==> src/rtl/ram_access_ctrl.sv <==
// ram_access_ctrl
// ---------------------------------------------------------------------------
// Sequences byte / word / long loads and stores from a single requester onto
// a 32-bit single-port RAM with one cycle of read latency. Addresses are
// converted to long addresses. Store data and lane masks are shifted to the
// byte offset. Load data is shifted down and zero-extended.
//
// Build option: RAM_ACCESS_BE_EN
//   undefined : sub-long stores use read-modify-write (IDLE-READ-WAIT-WRITE-DONE),
//               ram_be_o is 4'b1111 during WRITE and 0 otherwise.
//   defined   : every store goes IDLE-WRITE-DONE using per-lane byte enables.
//
// Ports
//   clk_i        system clock
//   rst_i        synchronous, active-high reset
//   req_i        access request, only looked at while idle
//   we_i         1 = store, 0 = load
//   size_i       00 byte, 01 word, 10 long, 11 illegal
//   addr_i       byte address
//   wdata_i      store data, right-aligned
//   rdata_o      load result, zero-extended (valid with ack_o)
//   ack_o        one-cycle completion pulse
//   err_o        alignment / size error (valid with ack_o)
//   busy_o       high whenever the controller is not idle
//   ram_addr_o   long address to the RAM
//   ram_we_o     RAM write strobe
//   ram_be_o     RAM byte enables, bit k covers bits 8k+7:8k
//   ram_wdata_o  RAM write data
//   ram_rdata_i  RAM read data, valid one cycle after the address
// ---------------------------------------------------------------------------
module ram_access_ctrl #(
    parameter int ADDR_W = 16
) (
    input  logic              clk_i,
    input  logic              rst_i,
    input  logic              req_i,
    input  logic              we_i,
    input  logic [1:0]        size_i,
    input  logic [ADDR_W-1:0] addr_i,
    input  logic [31:0]       wdata_i,
    output logic [31:0]       rdata_o,
    output logic              ack_o,
    output logic              err_o,
    output logic              busy_o,
    output logic [ADDR_W-3:0] ram_addr_o,
    output logic              ram_we_o,
    output logic [3:0]        ram_be_o,
    output logic [31:0]       ram_wdata_o,
    input  logic [31:0]       ram_rdata_i
);

    localparam logic [1:0] SIZE_BYTE = 2'b00;
    localparam logic [1:0] SIZE_WORD = 2'b01;
    localparam logic [1:0] SIZE_LONG = 2'b10;

    typedef enum logic [2:0] {
        IDLE,
        READ,
        WAIT,
        WRITE,
        DONE
    } state_t;

    state_t              state_q;
    logic                we_q;
    logic [1:0]          size_q;
    logic [1:0]          off_q;
    logic [31:0]         wdata_q;
    logic [31:0]         rdata_q;
    logic                ack_q;
    logic                err_q;
    logic                busy_q;
    logic [ADDR_W-3:0]   ramAddr_q;
    logic                ramWe_q;
    logic [3:0]          ramBe_q;
    logic [31:0]         ramWdata_q;

    // Mask covering the bytes of an access, right-aligned.
    function automatic logic [31:0] sizeMask(input logic [1:0] s);
        case (s)
            SIZE_BYTE: return 32'h0000_00FF;
            SIZE_WORD: return 32'h0000_FFFF;
            default:   return 32'hFFFF_FFFF;
        endcase
    endfunction

    // Illegal size or an access that would straddle its natural boundary.
    function automatic logic accessError(input logic [1:0] s, input logic [1:0] off);
        case (s)
            SIZE_BYTE: return 1'b0;
            SIZE_WORD: return off[0];
            SIZE_LONG: return off != 2'b00;
            default:   return 1'b1;
        endcase
    endfunction

`ifdef RAM_ACCESS_BE_EN
    // Byte enables derived from the lane mask of the access.
    function automatic logic [3:0] laneBe(input logic [1:0] s, input logic [1:0] off);
        case (s)
            SIZE_BYTE: return 4'b0001 << off;
            SIZE_WORD: return 4'b0011 << off;
            default:   return 4'b1111;
        endcase
    endfunction
`endif

    logic [31:0] laneMask_d;
    logic [31:0] rmwData_d;
    logic [31:0] loadData_d;
    logic        directWrite_d;
    logic [3:0]  directBe_d;

    // The merge uses ram_rdata_i at the WAIT->WRITE edge, which is exactly the
    // word captured in WAIT, so no separate capture register is needed.
    assign laneMask_d = sizeMask(size_q) << {off_q, 3'b000};
    assign rmwData_d  = (ram_rdata_i & ~laneMask_d) | ((wdata_q << {off_q, 3'b000}) & laneMask_d);
    assign loadData_d = (ram_rdata_i >> {off_q, 3'b000}) & sizeMask(size_q);

    // Stores that can be issued without reading the RAM first.
`ifdef RAM_ACCESS_BE_EN
    assign directWrite_d = we_i;
    assign directBe_d    = laneBe(size_i, addr_i[1:0]);
`else
    assign directWrite_d = we_i && (size_i == SIZE_LONG);
    assign directBe_d    = 4'b1111;
`endif

    // Controller FSM. All outputs are registered and change on the edge that
    // enters the state they belong to; strobes default low every cycle.
    always_ff @(posedge clk_i) begin
        if (rst_i) begin
            state_q    <= IDLE;
            we_q       <= 1'b0;
            size_q     <= SIZE_BYTE;
            off_q      <= 2'b00;
            wdata_q    <= '0;
            rdata_q    <= '0;
            ack_q      <= 1'b0;
            err_q      <= 1'b0;
            busy_q     <= 1'b0;
            ramAddr_q  <= '0;
            ramWe_q    <= 1'b0;
            ramBe_q    <= 4'b0000;
            ramWdata_q <= '0;
        end else begin
            ack_q   <= 1'b0;
            ramWe_q <= 1'b0;
            ramBe_q <= 4'b0000;

            case (state_q)
                IDLE: begin
                    if (req_i) begin
                        we_q      <= we_i;
                        size_q    <= size_i;
                        off_q     <= addr_i[1:0];
                        wdata_q   <= wdata_i;
                        ramAddr_q <= addr_i[ADDR_W-1:2];
                        busy_q    <= 1'b1;
                        if (accessError(size_i, addr_i[1:0])) begin
                            err_q   <= 1'b1;
                            ack_q   <= 1'b1;
                            state_q <= DONE;
                        end else if (directWrite_d) begin
                            err_q      <= 1'b0;
                            ramWe_q    <= 1'b1;
                            ramBe_q    <= directBe_d;
                            ramWdata_q <= wdata_i << {addr_i[1:0], 3'b000};
                            state_q    <= WRITE;
                        end else begin
                            err_q   <= 1'b0;
                            state_q <= READ;
                        end
                    end
                end

                READ: begin
                    state_q <= WAIT;
                end

                WAIT: begin
                    if (we_q) begin
                        ramWe_q    <= 1'b1;
                        ramBe_q    <= 4'b1111;
                        ramWdata_q <= rmwData_d;
                        state_q    <= WRITE;
                    end else begin
                        rdata_q <= loadData_d;
                        ack_q   <= 1'b1;
                        state_q <= DONE;
                    end
                end

                WRITE: begin
                    ack_q   <= 1'b1;
                    state_q <= DONE;
                end

                DONE: begin
                    busy_q  <= 1'b0;
                    state_q <= IDLE;
                end

                default: begin
                    busy_q  <= 1'b0;
                    state_q <= IDLE;
                end
            endcase
        end
    end

    assign rdata_o     = rdata_q;
    assign ack_o       = ack_q;
    assign err_o       = err_q;
    assign busy_o      = busy_q;
    assign ram_addr_o  = ramAddr_q;
    assign ram_we_o    = ramWe_q;
    assign ram_be_o    = ramBe_q;
    assign ram_wdata_o = ramWdata_q;

endmodule

==> config.mk <==
export PLATFORM = sky130hd
export DESIGN_NAME = ram_access_ctrl
export DESIGN_NICKNAME = d
export VERILOG_FILES = /design/src/rtl/ram_access_ctrl.sv
export SDC_FILE = /design/constraint.sdc
export NUM_CORES = 1
export LEC_CHECK = 0
export CAP_MARGIN = 30
export CORE_MARGIN = 2
export CORE_UTILIZATION = 44
export CTS_CLUSTER_DIAMETER = 50
export DETAILED_ROUTE_END_ITERATION = 12
export GPL_TIMING_DRIVEN = 0
export PLACE_DENSITY_LB_ADDON = 0.1
export SLEW_MARGIN = 25
export SYNTH_ARGS = -nofsm -noshare
export SYNTH_HDL_FRONTEND = slang
export SYNTH_SLANG_ARGS = --single-unit
==> constraint.sdc <==
create_clock -name clk_i -period 1.69 [get_ports clk_i]
set_input_delay 0.338 -clock clk_i [delete_from_list [all_inputs] [get_ports clk_i]]
set_output_delay 0.338 -clock clk_i [all_outputs]
set_load 0.01 [all_outputs]
==> results.tsv, run 1 <==
metric	value	unit
status	finished with violations	
failing checks	negative setup slack	
Initial Util	0.451	
global-route wire length before repair	36900	µm
IO Port Bufs	171	
Bufs on Longest Clock Path	2	
top cells by area, synth	dfxtp_1 (39%), mux2i_1 (7.4%), nand2_1 (7.3%)	
gp weighted congestion	1.03	
total track usage	0.332	
combinational share of power	0.218	
area added between synthesis and finish	53.4	%
Clock power frac	0.414	
CTS Sinks	122	
Seq/Total Area, Yosys	0.390	
endpoints failing hold	0	
Slew Viols, Final	0	
Root Buffer	clkbuf_16	
ANT cells	0	
Crit Path Category	input port to flop	
Worst Tran Pin Value	0.650	ns
cts bufs inserted	17	
final setup violation count	2	
final setup skew	0.00419	ns
Avg Inst Size Synth	8.52	µm²
Iter 0 DRT Violations	719	
clk_lat worst skew	0.42	ns
fin crit period	1.70	ns
number of global-route vias before repair	6465	
flops & latches, synth	122	
main flop type after synthesis	dfxtp_1	
Crit. End Element	flop	
initial antenna violation count	0	
Finished Cell Area	9600	µm²
leakage power figure	3.79	nW
Hold Crit Class	input port to flop	
Synth Cell Area	6250	µm²
Max Clock Freq	0.588	GHz
Congestion Overflow GR	0	
CP arrival	2.00	ns
htree depth	4	
Post-layout nets	1028	
Mapped Cells	734	
Area after DPL	8220	µm²
post-route ant nets	0	
share of cells above drive strength 1	0.219	
Avg WL per Cell	22.6	µm
die width	123	µm
EDFF count, synth	0	
dpl hpwl	19100	µm
Distinct cells, synth	47	
Non-Filler Instances	1133	
# DRC	0	
CTS tree	built	
VDD IR max	701	µV
Synth top area share	0.390	
Worst-path clk slew	0.05	ns
ys async rst share	0	
Rel. slew slack	0.567	
Psw	2.45	mW
Syn Nets	820	
core area	13900	µm²
maxcap violations	0	
CP startpoint kind	input port	
switch share	0.286	
crit share post-route	1.01	
crit-path max FO	5	
DR pass1 iterations	5	
die height	123	µm
DR vias/cell	6.05	
fillers	1104	
PD cells	894	nW/µm²
Worst EP required	1.99	ns
RSZ-0062 raised after global routing	true	
I/O Pins	172	
cell accounting for the most synthesized area	dfxtp_1	
post-route setup TNS	-0.0109	ns
pin count of the biggest net entering global routing	17	
Routed WL	25600	µm
Vias	6852	
die area	15200	µm²
row count	43	
PnR worst setup slack	-0.00968	ns
Placed Cells	1086	
Pint	6.12	mW
YS warnings	0	
Reg power frac	0.368	
==> logic make-up (layout without fill, tap and decap cells) <==
logic type      after synthesis  after routing  share of synthesized area
simple gates                255            255                      0.180
buf+inv                      77            296                     0.0518
compound gates              200            200                      0.228
mux                          80             80                      0.149
flops                       122            122                      0.390
==> per-layer routing <==
| metal | up-vias | wire length (µm) | track usage |
|---|---|---|---|
| li1 | 3111 | - | - |
| met1 | 3261 | 10900 | 0.451 |
| met2 | 409 | 11500 | 0.512 |
| met3 | 71 | 2490 | 0.0770 |
| met4 | 0 | 760 | 0.126 |
| met5 | - | 0 | 0 |
==> state kept, by name, indices dropped and copies added, names as in the netlist, 2 cells and up <==
name and count:
ram_wdata_o 32, rdata_o 32, wdata_q 32, ram_addr_o 14
state_q 3, off_q 2, size_q 2
==> repair_timing <==
item                                    4_1_cts  5_1_grt
endpoints found under the setup margin      126      111
pin swaps                                    14       26
resized for setup                           108      114
gates cloned                                  2        0
setup buffers                                16        8
hold buffers                                  0        0
==> metrics by stage <==
stage                     hold slack (ns)  power [mW]   util  worst slack, ns
final                               0.353        8.57  0.691         -0.00968
after global routing                0.355        8.84  0.691          -0.0218
after CTS                           0.455        8.43  0.662          -0.0816
after detailed placement            0.448        4.78  0.592            -1.02
after global placement              0.443        4.75  0.592           -0.994
after floorplan                     0.436        4.03      -          0.00305
==> power groups by stage <==
stage	clock, mW	combinational [mW]	sequential, mW
CTS	3.57	1.71	3.15
global placement	0	1.57	3.18
detailed placement	0	1.60	3.19
floorplan	0	0.855	3.17
global route	3.71	1.97	3.16
finish	3.55	1.87	3.15
==> placed cells by master, fill, tap and decap left out, types with 14 or more instances in the layout <==
cell	Yosys	layout
mux2_2	26	26
clkbuf_16	0	17
buf_4	4	25
nor3_1	20	14
dfxtp_1	122	116
clkdlybuf4s50_1	0	145
dlymetal6s2s_1	0	18
nand2_1	122	122
clkbuf_2	0	18
o2bb2ai_1	14	14
mux2i_1	46	37
nor2_1	73	67
a21oi_1	70	70
==> cells in the mapped netlist, types with 3 or more instances <==
library cell and instances:
nand2b_1 4, a221oi_1 8, buf_1 6, o31ai_1 7, or3_1 10, a31oi_1 8, o211ai_1 9, mux2_2 26
a311oi_1 17, buf_4 4, o2bb2ai_1 14, o221a_2 5, a21oi_1 70, clkbuf_1 48, o311ai_0 8, mux2i_1 46
a22oi_1 16, nor2_1 73, dfxtp_1 122, and2_1 9, a2111o_1 8, nand2_1 122, nor3_1 20, o22ai_1 8
o21bai_1 8, inv_1 3, nand3b_1 8, buf_2 16, mux4_2 8
==> final timing paths <==
check | slack (ns) | depth (start not counted) | startpoint | endpoint
hold reg to reg | 0.45 | 2 | ram_addr_o[9]$_SDFFE_PP0P_ | ram_addr_o[9]$_SDFFE_PP0P_
setup / recovery | -0.01 | 5 | wdata_i[2] | ram_wdata_o[26]$_SDFFE_PP0P_
hold / removal | 0.35 | 3 | size_i[0] | size_q[0]$_SDFFE_PP0P_
setup reg to reg | 0.02 | 5 | state_q[2]$_SDFFE_PP0P_ | rdata_o[8]$_SDFFE_PP0P_
==> critical path, stage by stage <==
cell,delay [ns]
clkdlybuf4s50_1,0.58
mux4_2,0.58
and2_1,0.20
a31oi_1,0.18
a311oi_2,0.11
==> cell type report <==
cell class,count,area [µm²],area share
inverter,3,11.3,0.00117
timing repair buffer,198,1980,0.206
tap,180,225,0.0235
sequential,122,2460,0.256
buffer,65,502,0.0523
clock buffer,23,478,0.0498
clock inverter,7,92.6,0.00965
multi-input combinational,535,3850,0.401
Power figures use the tool's default switching activity.
==> run 2, diff against run 1 <==
GPL_TIMING_DRIVEN = unset   (was 0)
==> results.tsv, run 2 (same netlist as run 1, synthesis figures left out) <==
metric	value	unit
status	finished with violations	
failing checks	negative setup slack	
Congestion Overflow GR	0	
worst path bufs/invs	3	
hold slack	0.301	ns
Hold Crit Depth	2	
I/O Pins	172	
gp weighted congestion	0.984	
area added between synthesis and finish	56.7	%
Bufs on Longest Clock Path	2	
most common cell after layout, fill and taps aside	clkdlybuf4s50_1	
maxcap violations	0	
Crit Path Category	flop to flop	
Top delay family on crit path	compound AO/OA/AOI/OAI gates	
share of cells above drive strength 1	0.235	
CTS Sinks	122	
PnR worst setup slack	-0.126	ns
initial antenna violation count	0	
cts bufs inserted	17	
CP peak stage delay	0.34	ns
reg-to-reg slack, setup	-0.13	ns
Non-Filler Instances	1165	
Crit-path slowest cell	dfxtp_2	
fillers	1100	
Worst Tran Pin Value	0.551	ns
global-route wire length before repair	36300	µm
core area	13900	µm²
IO Port Bufs	171	
dpl hpwl	18000	µm
post-route ant nets	0	
Crit. End Element	flop	
crit-path max FO	7	
crit share post-route	1.07	
Root Buffer	clkbuf_16	
Avg WL per Cell	21.1	µm
Worst EP required	2.02	ns
Routed WL	24500	µm
Reg2Reg Depth	7	
Iter 0 DRT Violations	735	
die width	123	µm
VDD IR max	691	µV
die area	15200	µm²
fin crit period	1.82	ns
DR vias/cell	5.87	
Cell Chain, Critical Path	buf_6 > nor4b_4 > buf_4 > a32o_2 > buf_12 > nand2b_2 > o31ai_2	
total track usage	0.323	
final setup skew	0.00754	ns
ANT cells	0	
leakage power figure	3.88	nW
CP startpoint kind	flop	
endpoints failing hold	0	
row count	43	
Rel. slew slack	0.631	
htree depth	4	
Post-layout nets	1059	
Initial Util	0.451	
DR pass1 iterations	5	
CTS tree	built	
CP arrival	2.15	ns
PD cells	871	nW/µm²
RSZ-0062 raised after global routing	true	
Slew Viols, Final	0	
final setup violation count	32	
commonest cells after routing, fill and taps aside	clkdlybuf4s50_1 (147), nand2_1 (122), dfxtp_1 (117)	
number of global-route vias before repair	6467	
Max Clock Freq	0.551	GHz
die height	123	µm
Placed Cells	1119	
pin count of the biggest net entering global routing	58	
Hold Crit Class	input port to flop	
clk_lat worst skew	0.43	ns
# DRC	0	
Vias	6842	
Worst-path clk slew	0.06	ns
CP Depth	7	
-- run 2: worst paths after layout --
check                                                start                      endpoint
worst min-delay path                                 rst_i       wdata_q[6]$_SDFFE_PP0P_
worst max-delay path               state_q[1]$_SDFFE_PP0P_  ram_wdata_o[16]$_SDFFE_PP0P_
worst max register to register     state_q[1]$_SDFFE_PP0P_  ram_wdata_o[16]$_SDFFE_PP0P_
worst min register to register  ram_addr_o[9]$_SDFFE_PP0P_    ram_addr_o[9]$_SDFFE_PP0P_
-- run 2: metal layers --
metal	vias to the layer above	global-route usage	wire length, µm
li1	3156	-	-
met1	3275	0.438	10300
met2	360	0.501	11300
met3	51	0.0641	2210
met4	0	0.133	728
met5	-	0	0
-- run 2: worst register-to-register path: cells and delay by family (launching register included) --
family	cells	cell delay, ns
buf+inv	3	0.44
compound gates	2	0.54
simple gates	2	0.41
flops	1	0.34
-- run 2: cell type report --
class / count / area (µm²) / share of cell area
Timing Repair Buffer: 294 / 2870 / 0.293
Tap cell: 180 / 225 / 0.0230
Clock buffer: 18 / 429 / 0.0438
Sequential cell: 122 / 2450 / 0.250
Clock inverter: 13 / 129 / 0.0132
Inverter: 3 / 11.3 / 0.00115
Multi-Input combinational cell: 535 / 3680 / 0.376
-- run 2: power breakdown --
part / switching [mW] / internal, mW
sequential: 0.113 / 3.02
clock: 1.34 / 2.14
combinational: 0.988 / 0.932
total: 2.44 / 6.09
-- run 2: timing repair --
action | CTS | global route
hold buffers | 0 | 0
gates resized for setup | 46 | 39
endpoints found under the hold margin | 0 | 0
endpoints found under the setup margin | 49 | 67
cloned | 2 | 0
setup buffers | 12 | 1
pin swaps | 8 | 9
-- run 2: per-stage QoR --
stage / total power, mW / cell area, µm² / utilization / setup TNS, ns / setup slack [ns]
finish: 8.53 / 9800 / 0.706 / -1.82 / -0.126
global route: 8.80 / 9800 / 0.706 / -3.80 / -0.173
CTS: 8.47 / 9640 / 0.694 / -0.0160 / -0.0109
detailed placement: 4.94 / 8810 / 0.634 / -31.89 / -0.643
global placement: 4.92 / 8810 / 0.634 / -28.75 / -0.565
floorplan: 4.03 / 6280 / - / 0 / 0.00305
==> patch 1 (config.mk and constraints of run 1) <==
Encoding of `state_t`: now one-hot (5 bits for 5 states).
--- a/src/rtl/ram_access_ctrl.sv
+++ b/src/rtl/ram_access_ctrl.sv
@@ -54,10 +54,10 @@
     localparam logic [1:0] SIZE_LONG = 2'b10;
 
-    typedef enum logic [2:0] {
-        IDLE,
-        READ,
-        WAIT,
-        WRITE,
-        DONE
+    typedef enum logic [4:0] {
+        IDLE  = 5'b00001,
+        READ  = 5'b00010,
+        WAIT  = 5'b00100,
+        WRITE = 5'b01000,
+        DONE  = 5'b10000
     } state_t;
 
Function: same outputs for any inputs over 4 cycles, from zero or initial values and one cycle with rst_i high; so few cycles prove little.
==> patch 1 against run 1 <==
The run still ends with setup timing left. Clock power up 5%. Routed wire length up 4.9%. Synthesized area up 2.7%. Critical path depth up 4. Total power down 1.9%. Critical endpoint is now ram_wdata_o[0]. Cell area up 3.2%. Sequential cell count up 2. Critical path type is now reg -> reg. Worst hold slack better by 0.098 ns. Setup slack worse by 0.090 ns. Clock skew up 0.0054 ns.
==> patch 1: results (changes against run 1) <==
| Metric | Value |
|---|---|
| Run status | finished, violations left |
| Failing checks | setup timing |
| Filler cells | 1175 (+6.4%) |
| H-tree depth | 4 (unchanged) |
| Setup slack after layout | -0.0994 ns (-0.0897 ns) |
| Final setup vio count | 45 (+43) |
| Leakage power | 3.78 nW (-0.18%) |
| Worst EP arrival | 2.08 ns (+0.08 ns) |
| DRT iter0 DRCs | 974 (+35%) |
| Peak VDD IR | 0.819 mV (+17%) |
| Synth top cells by count | nand2_1 (186), dfxtp_1 (124), a21oi_1 (113) |
| Crit Path Max Fanout | 6 (+1) |
| Clock slew at reported path FFs | 0.06 ns |
| Share of cells above drive strength 1 | 21.6% (-0.29 points) |
| Switch share | 29.5% (+0.87 points) |
| First-pass GRT wire length | 39.3 mm (+6.4%) |
| Dpl cell area | 0.00833 mm^2 (+1.4%) |
| Vias in the first global route | 6934 (+7.3%) |
| Drt pass-1 iters | 6 (+1) |
| Root Driver | clkbuf_16 |
| Clock latency on the worst-skew pair | 0.43 ns |
| Metal3 WL | 2.48 mm (-0.56%) |
| Max Used Layer | met4 |
| Post-synthesis cell type count | 40 (-15%) |
| Antenna violations before repair | 0 (unchanged) |
| Hpwl dp | 19.0 mm (-0.29%) |
| Vias | 7562 (+10%) |
| HP Class | reg -> reg |
| Port bufs | 168 (-1.8%) |
| WL met2 | 12.3 mm (+7.2%) |
| Gr usage total | 32.5% (-0.68 points) |
| M1 WL | 10.9 mm (about the same) |
| Clock Skews | 0.00962 ns (+0.00543 ns) |
| Register area share after synthesis | 38.7% (-0.39 points) |
| Slew margin rel. | 51.4% (-5.3 points) |
| Top cells by area, synth | dfxtp_1 (39%), nand2_1 (11%), a21oi_1 (8.8%) |
| Layout area overhead | 54.3% |
| Mapped Nets | 921 (+12%) |
| Wirelength per Cell | 21.5 um (-4.7%) |
| Nets | 1136 (+11%) |
| Num CTS Buffers | 17 (unchanged) |
| GP Congestion | 0.979 (-5.4%) |
| Diodes inserted | 0 (unchanged) |
[patch 1: cell count changes after synthesis, moves of 18 or more]
cell / run 1 / this run
nor2_1: 73 / 51
nand2_1: 122 / 186
nand3_1: 0 / 18
o21ai_0: 1 / 33
a21oi_1: 70 / 113
a211oi_1: 1 / 25
[patch 1: timing repair]
action | CTS | global route
pin swaps | 17 | 11
buffers inserted | 18 | 14
resized for setup | 95 | 147
endpoints found under the setup margin | 121 | 112
cloned | 1 | 1
[patch 1: final timing paths]
check	cells past startpoint	slack, ns	end	startpoint
min reg2reg	2	0.45	ram_addr_o[9]	ram_addr_o[9]
max reg2reg	9	-0.1	ram_wdata_o[0]	state_q[0]
min	2	0.45	ram_addr_o[9]	ram_addr_o[9]
max	9	-0.1	ram_wdata_o[0]	state_q[0]
[patch 1: worst max-delay path, stage by stage, from the launching register on]
cell and delay, ns:
dfxtp_4 0.37, nor2_4 0.16, and3_4 0.21, buf_6 0.13, a32oi_4 0.06, buf_12 0.17, buf_8 0.12, buf_4 0.12
a311oi_2 0.22, nor3_1 0.07
[patch 1: cell families after synthesis]
kind of cell	synth area share, %
multiplexers	9.20
buffers and inverters	5.94
AO/OA/AOI/OAI	24.6
flip-flops	38.7
AND/OR/NAND/NOR	21.5
XOR/XNOR	0.136
[patch 1: power by group through the flow]
| stage | combinational (mW) | sequential (mW) | clock, mW |
|---|---|---|---|
| 5_1_grt | 1.64 | 3.15 | 3.86 |
| 3_3_place_gp | 1.28 | 3.18 | 0 |
| 2_1_floorplan | 0.678 | 3.17 | 0 |
| 4_1_cts | 1.38 | 3.13 | 3.71 |
| 6_report | 1.56 | 3.14 | 3.72 |
| 3_5_place_dp | 1.28 | 3.18 | 0 |
[patch 1: cell type report]
class | instances | share of cell area [%]
multi-input cells | 629 | 40.3
clock inverters | 14 | 1.60
plain buffers | 76 | 5.71
clock buffers | 18 | 4.43
flip-flops and latches | 124 | 25.3
well taps | 184 | 2.32
repair buffers | 202 | 20.3
[patch 1: per-stage QoR]
step	instances	setup WS, ns	setup TNS [ns]
2_1_floorplan	835	0.0600	0
3_3_place_gp	1187	-0.659	-38.92
3_5_place_dp	1187	-0.670	-38.69
4_1_cts	1234	-0.118	-0.665
5_1_grt	1247	-0.132	-4.92
6_report	1247	-0.0994	-1.37
[patch 1: metal layers]
layer | vias to the layer above | track usage [%]
li1 | 3415 | -
met4 | 0 | 13.9
met2 | 483 | 50.7
met3 | 96 | 7.22
met5 | - | 0
met1 | 3568 | 43.2
==> patch 2 (settings of run 1) <==
Without the edit above. The parameter `ADDR_W` goes from 16 to 15.
--- a/src/rtl/ram_access_ctrl.sv
+++ b/src/rtl/ram_access_ctrl.sv
@@ -30,5 +30,5 @@
 // ---------------------------------------------------------------------------
 module ram_access_ctrl #(
-    parameter int ADDR_W = 16
+    parameter int ADDR_W = 15
 ) (
     input  logic              clk_i,
Interface: changed (resized addr_i and ram_addr_o); port bits go from 172 to 170. The function was not compared with the original's and may differ.
==> patch 2 against run 1 <==
The flow still finishes with violations (setup timing). Core utilization barely moved. Critical path depth is 2 higher. Global-route usage barely moved. Synthesized area grew 0.90%. Clock power grew 12%. Sequential cell count is 1 lower. Routed wire length increased by 1.4%. Setup slack got worse by 0.030 ns. Cell area is 0.37% higher. Total power is 5.0% higher. Critical path type is now reg -> reg. Largest power group unchanged.
==> patch 2: results (changes against run 1) <==
| Metric | Value |
|---|---|
| Nets | 1040 (+1.2%) |
| DRT iter0 DRCs | 586 (-18%) |
| Root Driver | clkbuf_16 |
| Slew margin rel. | 62.6% (+6.0 points) |
| Share of cells above drive strength 1 | 21.2% (-0.75 points) |
| Setup slack after layout | -0.0397 ns (-0.0301 ns) |
| Post-route setup TNS | -0.0491 ns (-0.0382 ns) |
| Leakage power | 3.76 nW (-0.70%) |
| Final setup vio count | 2 (unchanged) |
| Peak VDD IR | 0.668 mV (-4.6%) |
| Failing checks | setup timing |
| Synth top cells by count | nand2_1 (163), dfxtp_1 (121), a21oi_1 (93) |
| CP peak stage delay | 0.33 ns (-0.25 ns) |
| Clock Skews | 0.00660 ns (+0.00242 ns) |
| Run status | finished, violations left |
| Filler cells | 1098 (-0.54%) |
| Vias per cell | 5.99 (-0.90%) |
| Vias in the first global route | 6416 (-0.76%) |
| Hpwl dp | 19.7 mm (+3.5%) |
| Gr usage total | 33.1% (-0.047 points) |
| Antenna violations before repair | 0 (unchanged) |
| Worst EP arrival | 2.06 ns (+0.06 ns) |
| Yosys warns | 0 (unchanged) |
| Wirelength per Cell | 22.6 um (about the same) |
| Register area share after synthesis | 38.4% (-0.67 points) |
| Post-synthesis cell type count | 48 (+2.1%) |
| CP max-delay cell | dfxtp_2 |
| Dpl cell area | 0.00822 mm^2 (about the same) |
| Top cells by area, synth | dfxtp_1 (38%), nand2_1 (9.7%), mux2i_1 (9.5%) |
| Crit Path Max Fanout | 8 (+3) |
| Top cell family by delay on the critical path | compound AO/OA/AOI/OAI gates |
| Mapped Nets | 839 (+2.3%) |
| GP Congestion | 0.974 (-5.9%) |
| First-pass GRT wire length | 36.9 mm (about the same) |
| Port bufs | 168 (-1.8%) |
patch 2: cell count changes in the layout (fill, tap and decap cells not counted), moves of 9 or more:
| cell | change |
|---|---|
| or3_1 | -10 |
| clkbuf_2 | -9 |
| mux2i_1 | +12 |
| and2_1 | -9 |
| nor2_1 | -37 |
| a21oi_1 | +20 |
| nand2_1 | +39 |
| a22oi_1 | +10 |
| o32ai_2 | +12 |
patch 2: power by group:
group	leakage, nW	switching (mW)	total (mW)	internal (mW)
combinational	2.47	1.05	1.91	0.859
sequential	0.988	0.131	3.12	2.99
clock	0.308	1.41	3.97	2.56
patch 2: metal layers:
| layer | global-route usage [%] | wire length [um] |
|---|---|---|
| met5 | 0 | 0 |
| met4 | 14.3 | 788 |
| met3 | 7.14 | 2350 |
| met2 | 53.4 | 12300 |
| met1 | 42.7 | 10500 |
patch 2: cell families (layout without fill, tap and decap cells):
group                  Yosys count  after routing  synth area share, %
AND/OR/NAND/NOR                241            241                 16.4
multiplexers                    88             88                 14.5
AO/OA/AOI/OAI                  226            226                 24.0
buffers and inverters           78            292                 6.64
flip-flops                     121            121                 38.4
patch 2: area by class of cell:
| class | count | area, um^2 | share of cell area (%) |
|---|---|---|---|
| Inverter | 6 | 22.5 | 0.234 |
| Multi-Input combinational cell | 555 | 3870 | 40.2 |
| Sequential cell | 121 | 2440 | 25.3 |
| Buffer | 66 | 509 | 5.29 |
| Clock buffer | 20 | 457 | 4.74 |
| Tap cell | 180 | 225 | 2.34 |
| Timing Repair Buffer | 188 | 1920 | 19.9 |
| Clock inverter | 12 | 188 | 1.95 |
patch 2: through the flow:
step / hold WS, ns / utilization [%] / setup WS, ns / cells / power [mW]
4_1_cts: 0.302 / 66.1 / -0.0800 / 1135 / 8.86
3_3_place_gp: 0.442 / 59.0 / -0.692 / 1102 / 4.78
3_5_place_dp: 0.448 / 59.0 / -0.737 / 1102 / 4.80
6_report: 0.314 / 69.1 / -0.0397 / 1148 / 9.00
2_1_floorplan: 0.436 / - / 0.0506 / 754 / 4.06
5_1_grt: 0.325 / 69.1 / -0.0725 / 1148 / 9.26
patch 2: what timing repair did:
action / CTS / global route
cloned: 1 / 4
pin swaps: 18 / 33
endpoints found under the setup margin: 128 / 125
resized for setup: 99 / 86
hold buffers: 0 / 0
buffers inserted: 4 / 11
hold endpoints to repair: 0 / 0
patch 2: worst paths after layout:
kind	start	to	slack [ns]	cells after the start
min reg2reg	ram_addr_o[2]	ram_addr_o[2]	0.45	2
max reg2reg	state_q[1]	ram_wdata_o[10]	-0.04	7
max	state_q[1]	ram_wdata_o[10]	-0.04	7
min	addr_i[1]	off_q[1]	0.31	3
patch 2: tightest hold or removal path, stage by stage:
cell and delay [ns]:
buf_2 0.20, nand2_1 0.10, a21oi_1 0.05
